===== src/rtl/ms_sar_pkg.sv =====
// Shared types and constants for the successive-approximation controller.
package ms_sar_pkg;

  typedef enum logic [1:0] {
    IDLE   = 2'd0,
    SAMPLE = 2'd1,
    CONV   = 2'd2,
    DONE   = 2'd3
  } sar_state_e;

  localparam int DEF_WIDTH         = 8;
  localparam int DEF_SAMPLE_CYCLES = 4;
  localparam int DEF_SETTLE_CYCLES = 1;
  localparam int DEF_SYNC_STAGES   = 2;

  // Conversions averaged per start when MS_SAR_AVG_EN is defined.
  localparam int AVG_COUNT = 4;

  function automatic int max2(input int a, input int b);
    return (a > b) ? a : b;
  endfunction

endpackage


===== src/rtl/ms_sync.sv =====
// Multi-stage flop synchronizer for a single asynchronous bit.
// Reusable by any consumer of the comparator pin.
module ms_sync #(
  parameter int STAGES = 2
) (
  input  logic clk_i,
  input  logic rst_ni,
  input  logic i_async,
  output logic o_sync
);

  logic [STAGES-1:0] r_sync;

  // Shift the asynchronous input through the flop chain.
  always_ff @(posedge clk_i or negedge rst_ni) begin
    // NOTE: sequential state uses non-blocking assignments so every flop
    // samples the pre-edge value of its neighbour.
    if (!rst_ni) begin
      r_sync <= '0;
    end else begin
      r_sync <= {r_sync[STAGES-2:0], i_async};
    end
  end

  assign o_sync = r_sync[STAGES-1];

endmodule


===== src/rtl/ms_sar_ctrl.sv =====
// Successive-approximation ADC controller: drives the DAC code on
// port_ms_o, reads the comparator on port_ms_i through a synchronizer and
// sequences track / per-bit trial / decide phases.
// Optional build macro: MS_SAR_AVG_EN (average of AVG_COUNT conversions).
module ms_sar_ctrl
  import ms_sar_pkg::*;
#(
  parameter int WIDTH         = DEF_WIDTH,
  parameter int SAMPLE_CYCLES = DEF_SAMPLE_CYCLES,
  parameter int SETTLE_CYCLES = DEF_SETTLE_CYCLES,
  parameter int SYNC_STAGES   = DEF_SYNC_STAGES
) (
  input  logic             clk_i,
  input  logic             rst_ni,
  input  logic             start_i,
  input  logic             abort_i,
  input  logic             continuous_i,
  input  logic             port_ms_i,
  output logic [WIDTH-1:0] port_ms_o,
  output logic             sample_o,
  output logic             busy_o,
  output logic             done_o,
  output logic [WIDTH-1:0] result_o
);

  // Cycles each bit trial is held: DAC settle plus synchronizer latency.
  localparam int BIT_CYCLES = SETTLE_CYCLES + SYNC_STAGES;
  localparam int CNT_MAX    = max2(SAMPLE_CYCLES, BIT_CYCLES);
  localparam int CNT_W      = $clog2(CNT_MAX) + 1;
  localparam int BIT_W      = (WIDTH > 1) ? $clog2(WIDTH) : 1;

  localparam logic [CNT_W-1:0] SAMPLE_LAST = CNT_W'(SAMPLE_CYCLES - 1);
  localparam logic [CNT_W-1:0] BIT_LAST    = CNT_W'(BIT_CYCLES - 1);
  localparam logic [BIT_W-1:0] BIT_MSB     = BIT_W'(WIDTH - 1);
  localparam logic [WIDTH-1:0] MSB_MASK    = WIDTH'(1) << (WIDTH - 1);

  sar_state_e       r_state;
  logic [CNT_W-1:0] r_cnt;
  logic [BIT_W-1:0] r_bit;

  logic             w_cmp;
  logic [WIDTH-1:0] w_bit_mask;
  logic [WIDTH-1:0] w_kept;

  ms_sync #(
    .STAGES(SYNC_STAGES)
  ) u_sync (
    .clk_i  (clk_i),
    .rst_ni (rst_ni),
    .i_async(port_ms_i),
    .o_sync (w_cmp)
  );

  // Current trial bit and the code after deciding it from the comparator.
  assign w_bit_mask = WIDTH'(1) << r_bit;
  assign w_kept     = w_cmp ? port_ms_o : (port_ms_o & ~w_bit_mask);

`ifdef MS_SAR_AVG_EN
  localparam logic [1:0] PASS_LAST = 2'(AVG_COUNT - 1);

  logic [WIDTH+1:0] r_acc;
  logic [1:0]       r_pass;
  logic [WIDTH+1:0] w_sum;

  assign w_sum = r_acc + {2'b00, w_kept};
`endif

  // Conversion sequencer; every output is a registered copy of FSM state.
  always_ff @(posedge clk_i or negedge rst_ni) begin
    if (!rst_ni) begin
      r_state   <= IDLE;
      r_cnt     <= '0;
      r_bit     <= '0;
      port_ms_o <= '0;
      sample_o  <= 1'b0;
      busy_o    <= 1'b0;
      done_o    <= 1'b0;
      result_o  <= '0;
`ifdef MS_SAR_AVG_EN
      r_acc     <= '0;
      r_pass    <= '0;
`endif
    end else begin
      done_o <= 1'b0;
      if (abort_i) begin
        // Abort wins over start and continuous; result_o is left alone.
        r_state   <= IDLE;
        r_cnt     <= '0;
        port_ms_o <= '0;
        sample_o  <= 1'b0;
        busy_o    <= 1'b0;
`ifdef MS_SAR_AVG_EN
        r_acc     <= '0;
        r_pass    <= '0;
`endif
      end else begin
        case (r_state)
          IDLE: begin
            if (start_i) begin
              r_state   <= SAMPLE;
              r_cnt     <= '0;
              port_ms_o <= '0;
              sample_o  <= 1'b1;
              busy_o    <= 1'b1;
            end
          end

          SAMPLE: begin
            if (r_cnt == SAMPLE_LAST) begin
              r_state   <= CONV;
              r_cnt     <= '0;
              r_bit     <= BIT_MSB;
              port_ms_o <= MSB_MASK;
              sample_o  <= 1'b0;
            end else begin
              r_cnt <= r_cnt + CNT_W'(1);
            end
          end

          CONV: begin
            if (r_cnt != BIT_LAST) begin
              r_cnt <= r_cnt + CNT_W'(1);
            end else if (r_bit != '0) begin
              // Decide this bit and present the next trial in one step.
              r_cnt     <= '0;
              r_bit     <= r_bit - BIT_W'(1);
              port_ms_o <= w_kept | (w_bit_mask >> 1);
            end else begin
              r_cnt <= '0;
`ifdef MS_SAR_AVG_EN
              if (r_pass != PASS_LAST) begin
                r_acc     <= w_sum;
                r_pass    <= r_pass + 2'd1;
                r_state   <= SAMPLE;
                port_ms_o <= '0;
                sample_o  <= 1'b1;
              end else begin
                r_acc     <= '0;
                r_pass    <= '0;
                r_state   <= DONE;
                port_ms_o <= '0;
                busy_o    <= 1'b0;
                done_o    <= 1'b1;
                result_o  <= w_sum[WIDTH+1:2];
              end
`else
              r_state   <= DONE;
              port_ms_o <= '0;
              busy_o    <= 1'b0;
              done_o    <= 1'b1;
              result_o  <= w_kept;
`endif
            end
          end

          DONE: begin
            if (continuous_i) begin
              r_state  <= SAMPLE;
              r_cnt    <= '0;
              sample_o <= 1'b1;
              busy_o   <= 1'b1;
            end else begin
              r_state <= IDLE;
            end
          end

          default: r_state <= IDLE;
        endcase
      end
    end
  end

endmodule


===== config.mk =====
export PLATFORM = sky130hd
export DESIGN_NAME = ms_sar_ctrl
export DESIGN_NICKNAME = d
export VERILOG_FILES = /design/src/rtl/ms_sar_pkg.sv /design/src/rtl/ms_sync.sv /design/src/rtl/ms_sar_ctrl.sv
export SDC_FILE = /design/constraint.sdc
export NUM_CORES = 1
export LEC_CHECK = 0
export CORE_ASPECT_RATIO = 1.4
export CORE_MARGIN = 10
export CORE_UTILIZATION = 39
export CTS_BUF_LIST = sky130_fd_sc_hd__clkbuf_8
export DETAILED_ROUTE_END_ITERATION = 8
export PLACE_DENSITY = 0.71
export SLEW_MARGIN = 20
export SYNTH_ARGS = -nofsm -noshare
export SYNTH_HDL_FRONTEND = slang
export SYNTH_SLANG_ARGS = --single-unit

===== constraint.sdc =====
create_clock -name clk_i -period 2.2 [get_ports clk_i]
set_input_delay 0.44 -clock clk_i [delete_from_list [all_inputs] [get_ports clk_i]]
set_output_delay 0.44 -clock clk_i [all_outputs]
set_load 0.02 [all_outputs]

; Word level (Yosys, flattened, before mapping)
; Index checks and enable logic that the tools add are counted.
[totals]
ff_bits = 29
latch_bits = 0
ramBits = 0
romBits = 0
inputBits = 6
out_inout_bits = 19
wordCells = 81
memories = 0
[classes]
addsub = 2
mul = 0
div = 0
magnitude_cmp = 0
eq_ne = 13
shifts = 1
mux = 37
n_bitwise = 6
reduce_logical = 13
[ops]
columns = op, n
row1 = 8-bit 2-to-1 mux, 6
row2 = 3-bit 2-to-1 mux, 8
row3 = 8-bit case mux with 3 select lines, 1
row4 = 4-bit AND reduction, 4
row5 = 3-bit inequality test (second input constant), 5
row6 = 1-bit 2-to-1 mux, 12
row7 = 3-bit case mux with 4 select lines, 1
row8 = 4-bit nonzero test, 3
row9 = 2-bit 2-to-1 mux, 5
row10 = 5-bit AND reduction, 2
row11 = 8-bit AND, 1
row12 = 8-bit inverter, 1
row13 = 8-bit by 7-bit bitwise OR with 8-bit output, 1
row14 = 2-bit case mux with 4 select lines, 1
row15 = 1-bit by 3-bit << shifter with 8-bit output (first input constant), 1
row16 = 2-bit inequality test (second input constant), 3
row17 = 1-bit case mux with 3 select lines, 2
row18 = 3-bit case mux with 2 select lines, 1
row19 = 2-bit equality test (second input constant), 2
row20 = 3-bit by 1-bit adder with 3-bit output (second input constant), 1
row21 = 3-bit by 2-bit equality test with 1-bit output (second input constant), 1
row22 = 3-bit by 2-bit inequality test with 1-bit output (second input constant), 1
row23 = 1-bit inverter, 3
row24 = 3-bit nonzero test, 1
row25 = 5 further kinds, 5

; Longest topological paths before layout
; Gate-level depths: netlist (run 1).
[depth]
word_depth = 9
mapped_depth = 9
ltp_nobuf = 6

; Modules after synthesis
; From an unflattened synthesis (run 1), not the netlist that was laid out.
[unflattened]
cells_unflattened = 173
area_unflattened_um2 = 1736.7
[modules_own_cells]
columns = mod, n_inst, cells_each, area_each_um2, seq_area_each_um2
row1 = ms_sar_ctrl, 1, 171, 1686.6, 675.6
row2 = ms_sync, 1, 2, 50.0, 50.0

; Worst setup path after synthesis (run 1)
; OpenSTA, ideal clock, no wires.
[synth_path]
path_type = register to register
from = register r_bit[0]
to = register result_o[1]
setup_ns = 0.125
arrival_time_ns = 1.881
t_required_ns = 2.075
setup_slack_ns = 0.194
path_stages_with_launch = 8
n_path_buf = 2
period_less_slack_ns = 2.006
cell_sequence = dfrtp_1 inv_1 ha_1 nand2b_1 buf_6 or4b_4 buf_6 mux2_4
[synth_between]
elab_chain_len = 4
elab_cells_between_ends = 7
classes_between = shift: 1 / mux: 1 / bitwise: 3 / reduce/logical: 2
[synth_lines]
columns = element, line
row1 = "start, declared", ms_sar_ctrl.sv:39  ; logic [BIT_W-1:0] r_bit;
row2 = "start signal, assigned", ms_sar_ctrl.sv:126  ; r_bit <= r_bit - BIT_W'(1);
row3 = 1-bit by 3-bit << shifter with 8-bit output, ms_sar_ctrl.sv:55  ; assign w_bit_mask = WIDTH'(1) << r_bit;
row4 = 8-bit inverter, ms_sar_ctrl.sv:56  ; assign w_kept = w_cmp ? port_ms_o : (port_ms_o & ~w_bit_mask);
row5 = 8-bit AND, ms_sar_ctrl.sv:56
row6 = 8-bit 2-to-1 mux, ms_sar_ctrl.sv:56
row7 = "end signal, assigned", ms_sar_ctrl.sv:151  ; result_o <= w_kept;
row8 = "end, declared", ms_sar_ctrl.sv:23  ; output logic [WIDTH-1:0] result_o
; Parallel ways exist; a longest one is shown, timed or not.
; A chain may end at the register's enable or synchronous reset.

; Final worst setup path (run 1)
[layout_path]
from = register r_state[1]
to = register port_ms_o[6]
[layout_between]
elab_chain_len = 3
elab_cells_between_ends = 10
classes_between = eq/ne: 5 / mux: 2 / reduce/logical: 3
[layout_lines]
columns = element, line
row1 = "start, declared", ms_sar_ctrl.sv:37  ; sar_state_e r_state;
row2 = "start signal, assigned", ms_sar_ctrl.sv:71  ; r_state <= IDLE;
row3 = "start signal, assigned", ms_sar_ctrl.sv:87  ; r_state <= IDLE;
row4 = "start signal, assigned", ms_sar_ctrl.sv:100  ; r_state <= SAMPLE;
row5 = "2-bit equality test, or another cell as far along", ms_sar_ctrl.sv:97  ; case (r_state)
row6 = "3-bit inequality test (no source line), or another cell as far along", n/a
row7 = 4-bit AND reduction (no source line) or 8-bit 2-to-1 mux (tied branches), n/a
row8 = "end signal, assigned", ms_sar_ctrl.sv:127  ; port_ms_o <= w_kept | (w_bit_mask >> 1);
row9 = "end, declared", ms_sar_ctrl.sv:19  ; output logic [WIDTH-1:0] port_ms_o,
; Parallel ways exist; a longest one is shown, timed or not.

==> impl_summary.txt, run 1 <==
----------------------------------------------------
[STA]
  Setup repair after global routing missed its margin ... no
  Final max-slew violation count ... 0
  Fin. Hold Viols ... 0
  Final cycle utilization of the critical path ... 0.891
  Smallest setup slack after layout ... 0.239 ns
  Peak clock frequency supported by timing ... 510 MHz
  Clock Skews ... 0.00680 ns
  Setup-failing EPs final ... 0
  Max-slew headroom at the worst pin ... 0.702
  Total Neg Setup Slack ... 0 ns
  Minimum clock period after layout ... 1.96 ns
  Slew at the pin with the worst max-slew slack ... 0.448 ns

[Synth]
  Share of flip-flops with an asynchronous set or reset ... 1.00
  Synth Net Count ... 192
  Number of enable-type register cells in the synthesized netlist ... 0
  Synthesized area per cell ... 9.84 um^2
  Gate count after technology mapping ... 172
  Combined area of all synthesized cells ... 1690 um^2
  Yosys synthesis warning count ... 0
  Flip-flop and latch count after synthesis ... 29
  Cell variety after synth ... 37
  Top FF cell, synth ... sky130_fd_sc_hd__dfrtp_1
  Share of the yosys chip area belonging to registers ... 0.429

[Setup path]
  Crit path required time ... 2.36 ns
  Kind of end point of the critical path ... flop
  Largest fanout on the critical path ... 7
  Delay contributed by the slowest stage of the critical path ... 0.43 ns
  CP startpoint kind ... flop
  List of cells traversed by the critical path ... inv_1 -> ha_1 -> nor4_1 -> a21oi_1 -> and2_1 -> mux2_2
  Kind of critical path ... flop to flop
  Register-to-Register Path Depth ... 6
  Data arrival time of the critical path ... 2.12 ns
  Highest-delay cell along the critical path ... sky130_fd_sc_hd__dfrtp_1

[Floorplan]
  Die Footprint ... 7410 um^2
  Std-Cell Core Area ... 4200 um^2
  Horizontal die dimension ... 75.7 um
  Ports placed on the boundary ... 25
  Starting Density ... 0.402
  Y dimension of the die ... 97.9 um
  Count of standard-cell rows ... 28

[Placement]
  Routability-driven placement congestion ratio ... 0.817
  Post-DP HPWL ... 2920 um
  Worst slack after detailed placement ... 0.112 ns
  # port buffers ... 24

[Run]
  Number of maximum-capacitance violations ... 0

[Detailed routing]
  Vias after detailed routing ... 1,336
  Avg Vias per Cell ... 5.26
  DRC errors left ... 0
  Remaining antenna violation count after routing ... 0
  Detailed-router iteration count before antenna repair ... 4
  Routed length per placed instance ... 14.9 um
  Total wire length after detailed routing ... 3780 um
  Detailed router's first-iteration violation count ... 71

[Global routing]
  Overall fraction of global-route tracks in use ... 0.109
  First-pass GRT wire length ... 6410 um
  Maximum number of pins on one net before global-route repair ... 30
  Grt total ovfl ... 0
  Number of antenna violations at the first check in global routing ... 0
  Vias in the first global route ... 1,380

[Clocking]
  Num CTS Buffers ... 5
  Hold buffers post-CTS ... 0
  H-tree lvl count ... 2
  Count of instances resized after the clock tree is built ... 0
  Clock latency on the worst-skew pair ... 0.28 ns
  Clock root buffer master ... sky130_fd_sc_hd__clkbuf_8
  Setup repair bufs after CTS ... 0
  Clock Sink Count ... 29
  TritonCTS clock tree ... yes
  CTS clk-pin slew, worst paths ... 0.07 ns
  Largest buffer count on any clock path ... 2

[Cells and area]
  Number of nets in the layout ... 228
  Antenna Cells ... 0
  Area growth syn-to-layout ... 25.8%
  Filler cell count ... 397
  Ratio of cells with drive above 1 in the final layout ... 0.139
  Most frequent cells in the layout ... sky130_fd_sc_hd__dfrtp_1, sky130_fd_sc_hd__clkdlybuf4s50_1, sky130_fd_sc_hd__nand2_1, sky130_fd_sc_hd__inv_1, sky130_fd_sc_hd__ha_1
  Most frequent standard cell in the layout excluding fill and tap cells ... sky130_fd_sc_hd__dfrtp_1

[Power]
  Combinational group share of total power ... 0.399
  Power share of the clock group ... 0.256
  Power spent charging and discharging nets ... 0.698 mW
  Seq pwr share ... 0.345
  Leakage power figure ... 0.998 nW
  Proportion of total power due to net switching ... 0.365
  Internal power summed over all cells ... 1.22 mW
  Pwr dens ... 899 nW/um^2
  Worst vdd ir ... 385 uV

[Min path]
  Cell depth of the worst min-delay path ... 0
  Hold Crit Class ... flop to flop

[Outcome]
  Run status ... finished, final reports clean

----------------------------------------------------
[power groups by stage]
stage,clock [mW],sequential (mW),combinational [mW]
after global routing,0.527,0.673,0.856
final,0.490,0.661,0.763
after CTS,0.503,0.661,0.769
after detailed placement,0,0.669,0.764
after global placement,0,0.666,0.751
after floorplan,0,0.694,0.492
[registers in the layout, indices dropped and copies added, names as in the netlist]
| name | cells |
|---|---|
| port_ms_o | 8 |
| busy_o | 1 |
| done_o | 1 |
| result_o | 8 |
| u_sync.r_sync | 2 |
| r_cnt | 3 |
| r_bit | 3 |
| sample_o | 1 |
| r_state | 2 |
[kinds of logic (layout without fill, tap and decap cells)]
logic type / Yosys count / after routing / synth area share
flops: 29 / 29 / 0.429
compound gates: 39 / 39 / 0.168
mux: 8 / 8 / 0.0555
fa+ha+maj: 14 / 14 / 0.104
simple gates: 61 / 61 / 0.183
buf+inv: 21 / 58 / 0.0614
[layout make-up]
type	count	area, um^2	area share
clock inverters	1	5.00	0.00235
flip-flops and latches	29	726	0.341
inverters	14	52.6	0.0247
clock buffers	7	96.3	0.0453
multi-input cells	122	862	0.405
well taps	45	56.3	0.0265
repair buffers	36	330	0.155
[worst max-delay path, delay by kind of cell (launching register included)]
family                     cells  cell delay, ns
buffers and inverters          1            0.13
adders and majority gates      1            0.31
DFF                            1            0.43
muxes                          1            0.38
AOI/OAI and AO/OA              1            0.16
and+or+nand+nor                2            0.43
[cell usage after synthesis, types with 2 or more instances]
master	count	area [um^2]
sky130_fd_sc_hd__dfrtp_1	29	726
sky130_fd_sc_hd__nand2_1	22	82.6
sky130_fd_sc_hd__ha_1	14	175
sky130_fd_sc_hd__inv_1	14	52.6
sky130_fd_sc_hd__a21oi_1	12	60.1
sky130_fd_sc_hd__nor2_1	10	37.5
sky130_fd_sc_hd__nand2b_1	7	43.8
sky130_fd_sc_hd__o21ai_1	6	30.0
sky130_fd_sc_hd__nor2b_1	5	31.3
sky130_fd_sc_hd__nand3_1	4	20.0
sky130_fd_sc_hd__nand3b_1	4	30.0
sky130_fd_sc_hd__buf_6	3	33.8
sky130_fd_sc_hd__mux2_2	3	33.8
sky130_fd_sc_hd__mux2i_1	3	30.0
sky130_fd_sc_hd__o31ai_1	3	22.5
sky130_fd_sc_hd__a21o_1	2	15.0
sky130_fd_sc_hd__a32o_1	2	20.0
sky130_fd_sc_hd__a41oi_1	2	17.5
sky130_fd_sc_hd__buf_2	2	10.0
sky130_fd_sc_hd__mux2_4	2	30.0
sky130_fd_sc_hd__nand4_1	2	12.5
sky130_fd_sc_hd__nor3_1	2	10.0
sky130_fd_sc_hd__nor4_1	2	12.5
sky130_fd_sc_hd__o21bai_1	2	15.0
sky130_fd_sc_hd__o32a_1	2	20.0
sky130_fd_sc_hd__o41ai_1	2	17.5
[worst paths after layout]
| check | from | to | slack (ns) |
|---|---|---|---|
| worst max-delay path | r_state[1] | port_ms_o[6] | 0.24 |
| worst min-delay path | u_sync.r_sync[0] | u_sync.r_sync[1] | 0.35 |
| worst max register to register | r_state[1] | port_ms_o[6] | 0.24 |
| worst min register to register | u_sync.r_sync[0] | u_sync.r_sync[1] | 0.35 |
| max in group asynchronous | rst_ni | result_o[6] | 1.37 |
| min in group asynchronous | rst_ni | port_ms_o[7] | 0.55 |
[metrics by stage]
| step | cell area [um^2] | std cells | utilization | hold WS, ns | power, mW |
|---|---|---|---|---|---|
| 5_1_grt | 2130 | 254 | 0.506 | 0.375 | 2.06 |
| 3_3_place_gp | 2030 | 246 | 0.482 | 0.333 | 1.42 |
| 4_1_cts | 2130 | 254 | 0.506 | 0.350 | 1.93 |
| 2_1_floorplan | 1690 | 172 | - | 0.144 | 1.19 |
| 6_report | 2130 | 254 | 0.506 | 0.348 | 1.91 |
| 3_5_place_dp | 2030 | 246 | 0.482 | 0.335 | 1.43 |
[metal layers]
metal  routed length [um]  part of all wire  vias to the layer above  global-route usage
met4                   56             0.015                        0              0.0416
met3                  231             0.061                        6              0.0375
li1                     -                 -                      669                   -
met1                 1500              0.40                      635               0.110
met5                    0                 0                        -                   0
met2                 1990              0.53                       26               0.194
(Power assumes the default switching activity.)
==> run 2, diff against run 1 <==
- CAP_MARGIN: default -> 20
==> results of run 2 <==
Final layout, timing and power as in run 1 (identical DEF).
==> RTL edit: new RTL, flow settings as in run 1 <==
Add an input register stage for `start_i`, with the module's reset; this delays it by one clock. The other inputs are not delayed to match.
--- a/src/rtl/ms_sar_ctrl.sv
+++ b/src/rtl/ms_sar_ctrl.sv
@@ -34,4 +34,14 @@
   localparam logic [BIT_W-1:0] BIT_MSB     = BIT_W'(WIDTH - 1);
   localparam logic [WIDTH-1:0] MSB_MASK    = WIDTH'(1) << (WIDTH - 1);
+
+  logic start_q;
+
+  always_ff @(posedge clk_i or negedge rst_ni) begin
+    if (!rst_ni) begin
+      start_q <= '0;
+    end else begin
+      start_q <= start_i;
+    end
+  end
 
   sar_state_e       r_state;
@@ -97,5 +107,5 @@
         case (r_state)
           IDLE: begin
-            if (start_i) begin
+            if (start_q) begin
               r_state   <= SAMPLE;
               r_cnt     <= '0;
Formal check against the unedited RTL: not equivalent (a bounded check fails within 4 cycles, from zero or initial values and one cycle with rst_ni low).
==> RTL edit against run 1 <==
- sequential cell count rose by 1
- sequential share of layout area down 0.84 points
- hold slack better by 0.0072 ns
- combinational power rose by 9.7%
- wire length increased by 1.4%
- core utilization grew 1.8 points
- power increased by 15%
- cell area is 6.1% higher
- setup slack lost 0.021 ns
- area after synthesis increased by 4.3%
- non-clock buffer count down 5
- largest power group unchanged
==> RTL edit: results (changes against run 1) <==
| Metric | Value |
|---|---|
| Reg clk slew, reported paths | `0.07 ns (about the same)` |
| Sequential area share after synthesis | `42.6% (-0.35 points)` |
| Yosys warning count | `0 (unchanged)` |
| Internal reg-to-reg setup slack | `0.22 ns (-0.02 ns)` |
| Hold_ws | `0.355 ns (+0.00717 ns)` |
| DR vias | `1,317 (-1.4%)` |
| All-Layer GR Usage | `10.4% (-0.52 points)` |
| GPL Wtd Cong | `0.796 (-2.6%)` |
| Library cells used by synthesis | `50 (+35%)` |
| Maximum resistive drop on vdd | `0.515 mV (+34%)` |
| Post-Place Setup Slack | `0.216 ns (+0.104 ns)` |
| Number of global-route vias before repair | `1,376 (-0.29%)` |
| Slew @ Worst Pin | `0.393 ns (-0.0550 ns)` |
| Synth top area cells | `dfrtp_1 (43%), ha_1 (9.9%), mux2_2 (4.5%), inv_1 (2.8%), mux2_4 (2.6%)` |
| Initial DRT Pass Iterations | `4 (unchanged)` |
| HPWL Detailed | `2.88 mm (-1.5%)` |
| Setup WS post-layout | `0.218 ns (-0.0214 ns)` |
| Largest net degree at the start of global routing | `31 (+3.3%)` |
| Detailed Route Iter0 Violations | `63 (-11%)` |
| Status | `complete, no violations` |
| CP Max Fanout | `9 (+2)` |
| Post-layout nets | `214 (-6.1%)` |
| First-pass GRT wire length | `6.64 mm (+3.7%)` |
| Fraction of layout cells with a size suffix above 1 | `19.5% (+5.6 points)` |
| Largest registers | `port_ms_o (8), result_o (8)` |
| Inst Count DP | `247 (+0.41%)` |
| Synth top cells by count | `dfrtp_1 (30), ha_1 (14), inv_1 (13), a21oi_1 (8), mux2_2 (7)` |
| Layout Skew | `0.00545 ns (-0.00135 ns)` |
| Data arrival time of the critical path | `2.19 ns (+0.07 ns)` |
| RR Startpoint | `r_state[0]` |
| Fill count | `399 (+0.50%)` |
| Post-DP Area | `2110 um^2 (+4.3%)` |
| Static leakage power | `1.04 nW (+3.8%)` |
| Post-CTS sizing | `0 (unchanged)` |
| R2R cell count | `6 (unchanged)` |
| # H-tree levels | `2 (unchanged)` |
| Post-synthesis average cell area | `11.0 um^2 (+12%)` |
| Class of the worst hold path | `reg2reg` |
| Syn nets | `180 (-6.3%)` |
| Fin cells | `255 (+0.39%)` |
| Routed wire length | `3.83 mm (+1.4%)` |
[RTL edit: cell count changes in the layout (fill, tap and decap cells not counted), moves of 4 or more]
cell             run 1  this run
nor2_1              10         5
mux2_2               3         7
and2_1               1         6
a21oi_1             12         8
o21ai_1              6         0
a21boi_0             0         4
buf_4               12         7
nand2_1             22         6
nand2b_1             7         2
[RTL edit: cell families after synthesis]
logic type	Yosys count	synth area share, %
adders and majority gates	14	9.93
AOI/OAI and AO/OA	42	19.4
muxes	12	8.16
and+or+nand+nor	45	16.2
buffers and inverters	17	3.76
DFF	30	42.6
[RTL edit: layout make-up]
class	count	area [um^2]	share of cell area (%)
clock inverter	2	60.1	2.66
timing repair buffer	31	293	13.0
multi-input combinational	113	947	42.0
sequential	30	751	33.3
tap	60	75.1	3.33
inverter	13	48.8	2.16
clock buffer	6	82.6	3.66
[RTL edit: power by group]
| group | internal (mW) | switching [mW] |
|---|---|---|
| clock | 0.483 | 0.212 |
| sequential | 0.607 | 0.0556 |
| combinational | 0.385 | 0.452 |
[RTL edit: final timing paths]
| kind | endpoint |
|---|---|
| max in group asynchronous | port_ms_o[3] |
| setup / recovery | r_cnt[1] |
| setup reg to reg | r_cnt[1] |
| hold / removal | u_sync.r_sync[1] |
| min in group asynchronous | r_bit[2] |
| hold reg to reg | u_sync.r_sync[1] |
[RTL edit: per-layer routing]
layer	track usage (%)	up-vias	part of all wire [%]
li1	-	640	-
met1	12.0	637	42
met2	17.5	34	51
met3	2.88	6	5.4
met4	4.30	0	1.5
met5	0	-	0
[RTL edit: critical path: stages, from the launching register on]
cell and delay, ns:
dfrtp_1 0.41, inv_1 0.12, ha_1 0.25, nor2b_2 0.21, a21o_1 0.24, or4b_1 0.51
a21oi_1 0.16
